<file path="config.mk">
export PLATFORM = sky130hd
export DESIGN_NAME = bp_fe_mem_sched
export DESIGN_NICKNAME = d
export VERILOG_FILES = /design/src/rtl/bp_fe_mem_sched.sv
export SDC_FILE = /design/constraint.sdc
export NUM_CORES = 1
export LEC_CHECK = 0
export ABC_AREA = 1
export CAP_MARGIN = 20
export CELL_PAD_IN_SITES_DETAIL_PLACEMENT = 0
export CELL_PAD_IN_SITES_GLOBAL_PLACEMENT = 2
export CORE_MARGIN = 2
export CORE_UTILIZATION = 27
export DETAILED_ROUTE_END_ITERATION = 8
export DONT_BUFFER_PORTS = 1
export PLACE_DENSITY = 0.86
export SYNTH_ARGS = -nofsm -noshare
export SYNTH_HDL_FRONTEND = slang
export SYNTH_SLANG_ARGS = --single-unit
</file>
<file path="constraint.sdc">
create_clock -name clk_i -period 1.41 [get_ports clk_i]
set_input_delay 0.2115 -clock clk_i [delete_from_list [all_inputs] [get_ports clk_i]]
set_output_delay 0.2115 -clock clk_i [all_outputs]
set_load 0.005 [all_outputs]
</file>
<file path="src/rtl/bp_fe_mem_sched.sv">
// bp_fe_mem_sched: command scheduler in front of bp_fe_mem.
// Arbitrates ITLB fence, ITLB fill, fence.i and instruction fetches onto the
// single mem_cmd port, tracks the two fetches in flight, poisons stage 1 on
// redirects/misses and replays a missing fetch so the PC generator only sees
// final hits and faults.
//
// Ports
//   clk_i, reset_i            clock, synchronous active-high reset
//   tlb_fence_v_i             ITLB fence request
//   fill_v_i/vtag/entry       ITLB fill request and payload
//   icache_fence_v_i          fence.i request
//   fence_yumi_o              fence or fill issued this cycle
//   fetch_vaddr_i/fetch_v_i   fetch request, fetch_ready_o accepts it (comb)
//   redirect_v_i              kill every fetch in flight
//   mem_cmd_o/v_o/yumi_i      command to bp_fe_mem {op, vaddr, vtag, entry}
//   mem_poison_o              poison the stage-1 fetch
//   mem_resp_i/v_i            response {data, itlb_miss, icache_miss, af, pf}
//   cache_req_complete_i      icache miss service done
//   fetch_resp_o/v_o          final response {vaddr, data, af, pf}
module bp_fe_mem_sched
  #(parameter int unsigned vaddr_width_p = 39
   ,parameter int unsigned vtag_width_p  = 27
   ,parameter int unsigned ptag_width_p  = 28
   ,parameter int unsigned instr_width_p = 32
   ,localparam int unsigned tlb_entry_width_lp  = ptag_width_p + 4
   ,localparam int unsigned mem_cmd_width_lp    = 2 + vaddr_width_p + vtag_width_p + tlb_entry_width_lp
   ,localparam int unsigned mem_resp_width_lp   = instr_width_p + 4
   ,localparam int unsigned fetch_resp_width_lp = vaddr_width_p + instr_width_p + 2)
  (input  logic                           clk_i
   ,input  logic                          reset_i
   ,input  logic                          tlb_fence_v_i
   ,input  logic                          fill_v_i
   ,input  logic [vtag_width_p-1:0]       fill_vtag_i
   ,input  logic [tlb_entry_width_lp-1:0] fill_entry_i
   ,input  logic                          icache_fence_v_i
   ,output logic                          fence_yumi_o
   ,input  logic [vaddr_width_p-1:0]      fetch_vaddr_i
   ,input  logic                          fetch_v_i
   ,output logic                          fetch_ready_o
   ,input  logic                          redirect_v_i
   ,output logic [mem_cmd_width_lp-1:0]   mem_cmd_o
   ,output logic                          mem_cmd_v_o
   ,input  logic                          mem_cmd_yumi_i
   ,output logic                          mem_poison_o
   ,input  logic [mem_resp_width_lp-1:0]  mem_resp_i
   ,input  logic                          mem_resp_v_i
   ,input  logic                          cache_req_complete_i
   ,output logic [fetch_resp_width_lp-1:0] fetch_resp_o
   ,output logic                          fetch_resp_v_o
   );

   localparam logic [1:0] op_fetch_lp        = 2'd0;
   localparam logic [1:0] op_fill_lp         = 2'd1;
   localparam logic [1:0] op_itlb_fence_lp   = 2'd2;
   localparam logic [1:0] op_icache_fence_lp = 2'd3;

   typedef enum logic [1:0] {e_run, e_wait_fill, e_wait_miss, e_replay} state_e;

   state_e                     state_r, state_n;
   logic                       s1_v_r, s2_v_r;
   logic [vaddr_width_p-1:0]   s1_vaddr_r, s2_vaddr_r;
   logic [vaddr_width_p-1:0]   replay_vaddr_r, replay_vaddr_n;

   logic                       run, higher_req, replay_req, new_fetch_ok, new_fetch_req;
   logic                       resp_miss, fetch_issue, replay_issue;
   logic [1:0]                 cmd_op;
   logic [vaddr_width_p-1:0]   cmd_vaddr;
   logic [vtag_width_p-1:0]    cmd_vtag;
   logic [tlb_entry_width_lp-1:0] cmd_entry;
   logic [instr_width_p-1:0]   resp_data;
   logic                       resp_itlb_miss, resp_icache_miss, resp_af, resp_pf;

   // Arbitration, poison, response pass-through and next state
   always_comb begin
      state_n        = state_r;
      replay_vaddr_n = replay_vaddr_r;
      mem_cmd_v_o    = 1'b0;
      mem_cmd_o      = '0;
      fence_yumi_o   = 1'b0;
      fetch_ready_o  = 1'b0;
      mem_poison_o   = 1'b0;
      fetch_resp_v_o = 1'b0;
      fetch_resp_o   = '0;
      fetch_issue    = 1'b0;
      replay_issue   = 1'b0;

      resp_data        = mem_resp_i[mem_resp_width_lp-1:4];
      resp_itlb_miss   = mem_resp_i[3];
      resp_icache_miss = mem_resp_i[2];
      resp_af          = mem_resp_i[1];
      resp_pf          = mem_resp_i[0];
      resp_miss        = mem_resp_v_i & (resp_itlb_miss | resp_icache_miss);

      run           = (state_r == e_run);
      higher_req    = tlb_fence_v_i | fill_v_i | icache_fence_v_i;
      replay_req    = (state_r == e_replay) & ~redirect_v_i;
      // A miss holds new fetches back unless a redirect already restarts the stream
      new_fetch_ok  = run & ~(resp_miss & ~redirect_v_i);
      new_fetch_req = fetch_v_i & new_fetch_ok;

      cmd_op    = op_fetch_lp;
      cmd_vaddr = fetch_vaddr_i;
      cmd_vtag  = '0;
      cmd_entry = '0;
      if (tlb_fence_v_i) begin
         cmd_op    = op_itlb_fence_lp;
         cmd_vaddr = '0;
      end else if (fill_v_i) begin
         cmd_op    = op_fill_lp;
         cmd_vaddr = '0;
         cmd_vtag  = fill_vtag_i;
         cmd_entry = fill_entry_i;
      end else if (icache_fence_v_i) begin
         cmd_op    = op_icache_fence_lp;
         cmd_vaddr = '0;
      end else if (replay_req) begin
         cmd_vaddr = replay_vaddr_r;
      end

      if (!reset_i) begin
         mem_cmd_v_o    = higher_req | replay_req | new_fetch_req;
         mem_cmd_o      = {cmd_op, cmd_vaddr, cmd_vtag, cmd_entry};
         fence_yumi_o   = mem_cmd_yumi_i & higher_req;
         fetch_ready_o  = new_fetch_ok & ~higher_req & mem_cmd_yumi_i;
         mem_poison_o   = redirect_v_i | resp_miss;
         fetch_resp_v_o = run & mem_resp_v_i & s2_v_r & ~resp_miss & ~redirect_v_i;
         fetch_resp_o   = {s2_vaddr_r, resp_data, resp_af, resp_pf};
         fetch_issue    = fetch_ready_o & fetch_v_i;
         replay_issue   = replay_req & ~higher_req & mem_cmd_yumi_i;
      end

      unique case (state_r)
         e_run: begin
            if (mem_resp_v_i & ~redirect_v_i) begin
               if (resp_itlb_miss) begin
                  state_n        = e_wait_fill;
                  replay_vaddr_n = s2_vaddr_r;
               end else if (resp_icache_miss) begin
                  state_n        = e_wait_miss;
                  replay_vaddr_n = s2_vaddr_r;
               end
            end
         end
         e_wait_fill: if (fence_yumi_o & ~tlb_fence_v_i & fill_v_i) state_n = e_replay;
         e_wait_miss: if (cache_req_complete_i) state_n = e_replay;
         e_replay:    if (replay_issue) state_n = e_run;
         default:     state_n = e_run;
      endcase

      // Redirect abandons any pending replay
      if (redirect_v_i) state_n = e_run;
   end

   // State and in-flight fetch tracking
   always_ff @(posedge clk_i) begin
      if (reset_i) begin
         state_r        <= e_run;
         replay_vaddr_r <= '0;
         s1_v_r         <= 1'b0;
         s1_vaddr_r     <= '0;
         s2_v_r         <= 1'b0;
         s2_vaddr_r     <= '0;
      end else begin
         state_r        <= state_n;
         replay_vaddr_r <= replay_vaddr_n;
         s2_v_r         <= s1_v_r & ~mem_poison_o;
         s2_vaddr_r     <= s1_vaddr_r;
         s1_v_r         <= fetch_issue | replay_issue;
         if (replay_issue)     s1_vaddr_r <= replay_vaddr_r;
         else if (fetch_issue) s1_vaddr_r <= fetch_vaddr_i;
      end
   end

endmodule

</file>
; Yosys cells after proc, flatten, opt, wreduce, memory -nomap -nowiden
; Cells that the tools add are included.
[totals]
regBits = 121
input_bits = 144
out_inout_bits = 178
elab_cells = 83
[op_classes]
eq_ne = 8
mux = 31
bitwise_logic = 32
reduce_logical = 6
[ops]
columns = op, n
row1 = 39-bit two-way mux, 8
row2 = 100-bit two-way mux, 1
row3 = 73-bit two-way mux, 1
row4 = 32-bit two-way mux, 2
row5 = 27-bit two-way mux, 2
row6 = 1-bit bitwise AND, 19
row7 = 2-bit two-way mux, 9
row8 = 2-bit case mux with 4 select lines, 1
row9 = 1-bit two-way mux, 7
row10 = 1-bit OR, 7
row11 = 2-bit inequality test (second input constant), 3
row12 = 1-bit inverter, 6
row13 = 5-bit AND reduction, 1
row14 = 2-bit equality test (second input constant), 2
row15 = 2-bit nonzero test, 2
row16 = 3-bit inequality test (second input constant), 1
row17 = 3-bit AND reduction, 1
row18 = 2-bit by 1-bit equality test with 1-bit output (second input constant), 1
row19 = 2-bit zero test, 1
row20 = 2-bit by 1-bit inequality test with 1-bit output (second input constant), 1
row21 = 2-bit OR reduction, 1

; Depth between registers and ports, before layout
[depth]
word_depth = 11
mapped_depth = 10
mapped_depth_nobuf = 9

; Worst setup path before layout
; Ideal clock, no wire load.
[synth_timing]
path_type = reg2out
startpoint = reg state_r[0]
endpoint = out mem_cmd_o[97]
arrival_time_ps = 1216
required_ps = 1199
slack_ps = -17
path_stages_with_launch = 7
path_buffers = 1
cell_sequence = dfxtp_1 -> ha_1 -> nand2_2 -> inv_1 -> clkbuf_1 -> o21ai_0 -> a21oi_1
[synth_via]
elab_chain_cells = 7
[synth_rtl]
columns = element, line
row1 = start: declaration, 59  ; state_e state_r, state_n;
row2 = start signal: assignment, 157  ; state_r <= e_run;
row3 = start signal: assignment, 164  ; state_r <= state_n;
row4 = 2-bit equality test, 96  ; replay_req = (state_r == e_replay) & ~redirect_v_i;
row5 = 1-bit bitwise AND, 96
row6 = 39-bit two-way mux, 116  ; end else if (replay_req) begin
row7 = 39-bit two-way mux, 113  ; end else if (icache_fence_v_i) begin
row8 = 39-bit two-way mux, 108  ; end else if (fill_v_i) begin
row9 = 39-bit two-way mux, 105  ; if (tlb_fence_v_i) begin
row10 = 100-bit two-way mux, 120  ; if (!reset_i) begin
row11 = end: declaration, 41  ; ,output logic [mem_cmd_width_lp-1:0] mem_cmd_o
; Every way passes these cells.

; Worst setup path after layout
[layout_timing]
startpoint = reg state_r[1]
endpoint = out mem_cmd_o[72]
; Same word-level chain as after synthesis.

==> results.sh <==
export IMPL_peakVddDrop_mv=0.787
export IMPL_ys_ff_latch=121
export IMPL_die_area_um2=24300
export IMPL_critical_path_max_fanout=6
export IMPL_die_w_um=156
export IMPL_max_cap_violations=0
export IMPL_syn_area_per_cell_um2=6.06
export IMPL_fin_ws_ps=-361
export IMPL_p_clk_frac=0.467
export IMPL_synth_cell_types=23
export IMPL_insertion_delay_ps=420
export IMPL_power_frac_comb=0.143
export IMPL_setup_viol=123
export IMPL_cp_arrival_ps=1560
export IMPL_p_sw_frac=0.278
export IMPL_fin_setup_tns_ps=-33680
export IMPL_io_pins=322
export IMPL_rsz0062_at_grt="yes"
export IMPL_grt_pass1_vias=5958
export IMPL_synth_edff_count=0
export IMPL_first_pass_iters=5
export IMPL_critPathCaptureType="output pin"
export IMPL_min_path_type="primary input to flip-flop"
export IMPL_stdcell_count=1367
export IMPL_cts_tree="done"
export IMPL_ys_seq_area_frac=0.389
export IMPL_via_per_inst=4.74
export IMPL_pwr_share_seq=0.390
export IMPL_nets=1218
export IMPL_fin_crit_ps=1770
export IMPL_syn_inst=1029
export IMPL_max_slew_margin=0.655
export IMPL_hpwl_um=12300
export IMPL_design_area_um2=9760
export IMPL_synth_nets=1178
export IMPL_async_flop_share=0
export IMPL_synth_most_common_cell="nor2_1"
export IMPL_status="finished, violations left"
export IMPL_ant_nets=0
export IMPL_die_h_um=156
export IMPL_yosysTopAreaCell="dfxtp_1"
export IMPL_synth_common_cells="nor2_1 (261), nand2_1 (189), inv_1 (162)"
export IMPL_p_switching_uw=2540
export IMPL_placed_cell_area_um2=6630
export IMPL_gp_congestion=0.737
export IMPL_cp_required_ps=1200
export IMPL_clk_root_buffer_cell="clkbuf_16"
export IMPL_antenna_diode_count=0
export IMPL_ys_flop_type="dfxtp_1"
export IMPL_cts_sinks=121
export IMPL_grt_overflow_total=0
export IMPL_numCtsBuffers=17
export IMPL_cp_start_kind="flip-flop"
export IMPL_skew_ps=8.83
export IMPL_slew_violations=0
export IMPL_syn_area_um2=6230
export IMPL_clkTransAtPathRegs_ps=60
export IMPL_grt_start_max_net_pins=84
export IMPL_max_slew_worst_pin_slew_ps=517
export IMPL_fp_coreArea_um2=22600
export IMPL_drive_gt1_frac=0.324
export IMPL_grt_usage=0.188
export IMPL_rows=55
export IMPL_fin_crit_sh=1.26
export IMPL_vias=6478
export IMPL_ctsHtreeMaxLevel=4
export IMPL_fmax_ghz=0.565
export IMPL_power_leakage_uw=0.00408
export IMPL_clock_path_buffers=2
export IMPL_critPathKind="flip-flop to output pin"
export IMPL_hold_viol=0
export IMPL_crit_slowest_cell="dfxtp_4"
export IMPL_synth_top_area_share=0.389
export IMPL_power_internal_uw=6580
export IMPL_p_per_area_nw_per_um2=934
export IMPL_start_util=0.275
export IMPL_grt_pass1_wl_um=34800
export IMPL_yosysWarnings=0
export IMPL_drt_initial_drc_count=273
export IMPL_violations="negative setup slack"
export IMPL_dpl_cell_count=1269
export IMPL_area_growth_pct=56.6
export IMPL_antenna_found_initial=0
export IMPL_slowest_delay_ps=360
export IMPL_wl_um=23600
export IMPL_wl_per_cell_um=17.3
export IMPL_route_detailed_drc=0
export IMPL_path_cells="ha_4 > nand2_4 > buf_6 > clkinv_8 > buf_16 > a21oi_2"
export IMPL_port_buffers=0
export IMPL_synth_area_leaders="dfxtp_1 (39%), nor2_1 (16%), nand2_1 (11%), inv_1 (9.8%), o21ai_0 (8.8%)"
per-stage QoR:
stage               hold slack (ps)  setup slack (ps)   util  power, µW
floorplan                       377              17.3      -       4190
global placement                305              -115  0.293       4330
detailed placement              308              -148  0.293       4330
CTS                            11.2              -360  0.414       9110
global route                   33.7              -438  0.431       9490
finish                         28.0              -361  0.431       9110
logic make-up after synthesis:
| logic type | after synthesis | synth area share |
|---|---|---|
| flip-flops | 121 | 0.389 |
| AO/OA/AOI/OAI | 202 | 0.162 |
| AND/OR/NAND/NOR | 465 | 0.287 |
| adder cells (fa/ha/maj) | 5 | 0.0100 |
| buffers and inverters | 236 | 0.151 |
per-layer routing:
layer	GRT usage	routed length [µm]	up-vias	part of all wire
li1	-	-	3207	-
met5	0	0	-	0
met4	0.0463	184	0	0.0078
met3	0.0386	1130	14	0.048
met2	0.331	12200	198	0.51
met1	0.235	10200	3059	0.43
flip-flops by register name (all words and copies together), names as in the netlist:
signal	count
replay_vaddr_r	39
s1_vaddr_r	39
s2_vaddr_r	39
state_r	2
s1_v_r	1
s2_v_r	1
critical path: cells and delay by family (launching register included):
family | cells | cell delay [ps]
AO/OA/AOI/OAI | 1 | 150
adder cells (fa/ha/maj) | 1 | 170
buffers and inverters | 3 | 380
flip-flops | 1 | 360
AND/OR/NAND/NOR | 1 | 90
cell type report:
class                   count  area [µm²]
flip-flops and latches    121        2430
repair buffers             89        1640
multi-input cells         673        4120
clock inverters            13         119
well taps                 285         357
clock buffers              19         453
inverters                 166         636
fillers                  2207       12900
repair inverters            1        16.3
layout by cell type (no fill, tap or decap), types with 2 or more instances in the layout:
cell	Yosys	final
clkbuf_8	0	2
bufbuf_16	0	2
buf_6	4	20
buf_4	0	12
ha_1	5	3
o21ai_4	0	7
a21oi_4	0	35
clkinv_2	0	2
inv_2	4	4
a21oi_1	81	3
buf_16	0	24
buf_12	0	23
nand2_2	3	29
clkbuf_16	0	19
o21ai_1	11	44
clkinvlp_4	0	7
inv_4	0	2
o21ai_2	0	52
inv_1	162	159
nand2_8	0	3
buf_8	0	5
nor2_1	261	230
nand2_4	1	9
nand3_4	0	4
ha_4	0	2
nand2_1	189	153
inv_6	0	3
dfxtp_1	121	119
o21ai_0	109	17
nor2_4	0	13
a21oi_2	0	43
nor2_2	3	21
path summary, 6_finish.rpt:
| path | to | cells past startpoint | start | slack, ps |
|---|---|---|---|---|
| worst min-delay path | s1_vaddr_r[0]$_SDFFE_PP0P_ | 4 | fetch_vaddr_i[0] | 30 |
| worst min register to register | s2_vaddr_r[33]$_SDFF_PP0_ | 2 | s1_vaddr_r[33]$_SDFFE_PP0P_ | 420 |
| worst max register to register | s1_vaddr_r[31]$_SDFFE_PP0P_ | 12 | state_r[1]$_SDFFE_PP0P_ | -340 |
| worst max-delay path | mem_cmd_o[72] | 6 | state_r[1]$_SDFFE_PP0P_ | -360 |
repair_timing:
| action | in CTS | in global routing |
|---|---|---|
| setup buffers | 25 | 15 |
| cloned | 33 | 2 |
| hold buffers | 2 | 0 |
| pin swaps | 44 | 46 |
| gates resized for setup | 315 | 143 |
| endpoints found under the hold margin | 42 | 0 |
| setup endpoints to repair | 121 | 123 |
power by group through the flow:
stage          registers (µW)  logic [µW]  clock network, µW
2_1_floorplan            3620         565                  0
3_3_place_gp             3620         700                  0
3_5_place_dp             3630         704                  0
4_1_cts                  3550        1210               4340
5_1_grt                  3560        1420               4510
6_report                 3560        1310               4250
(Power assumes the default switching activity.)
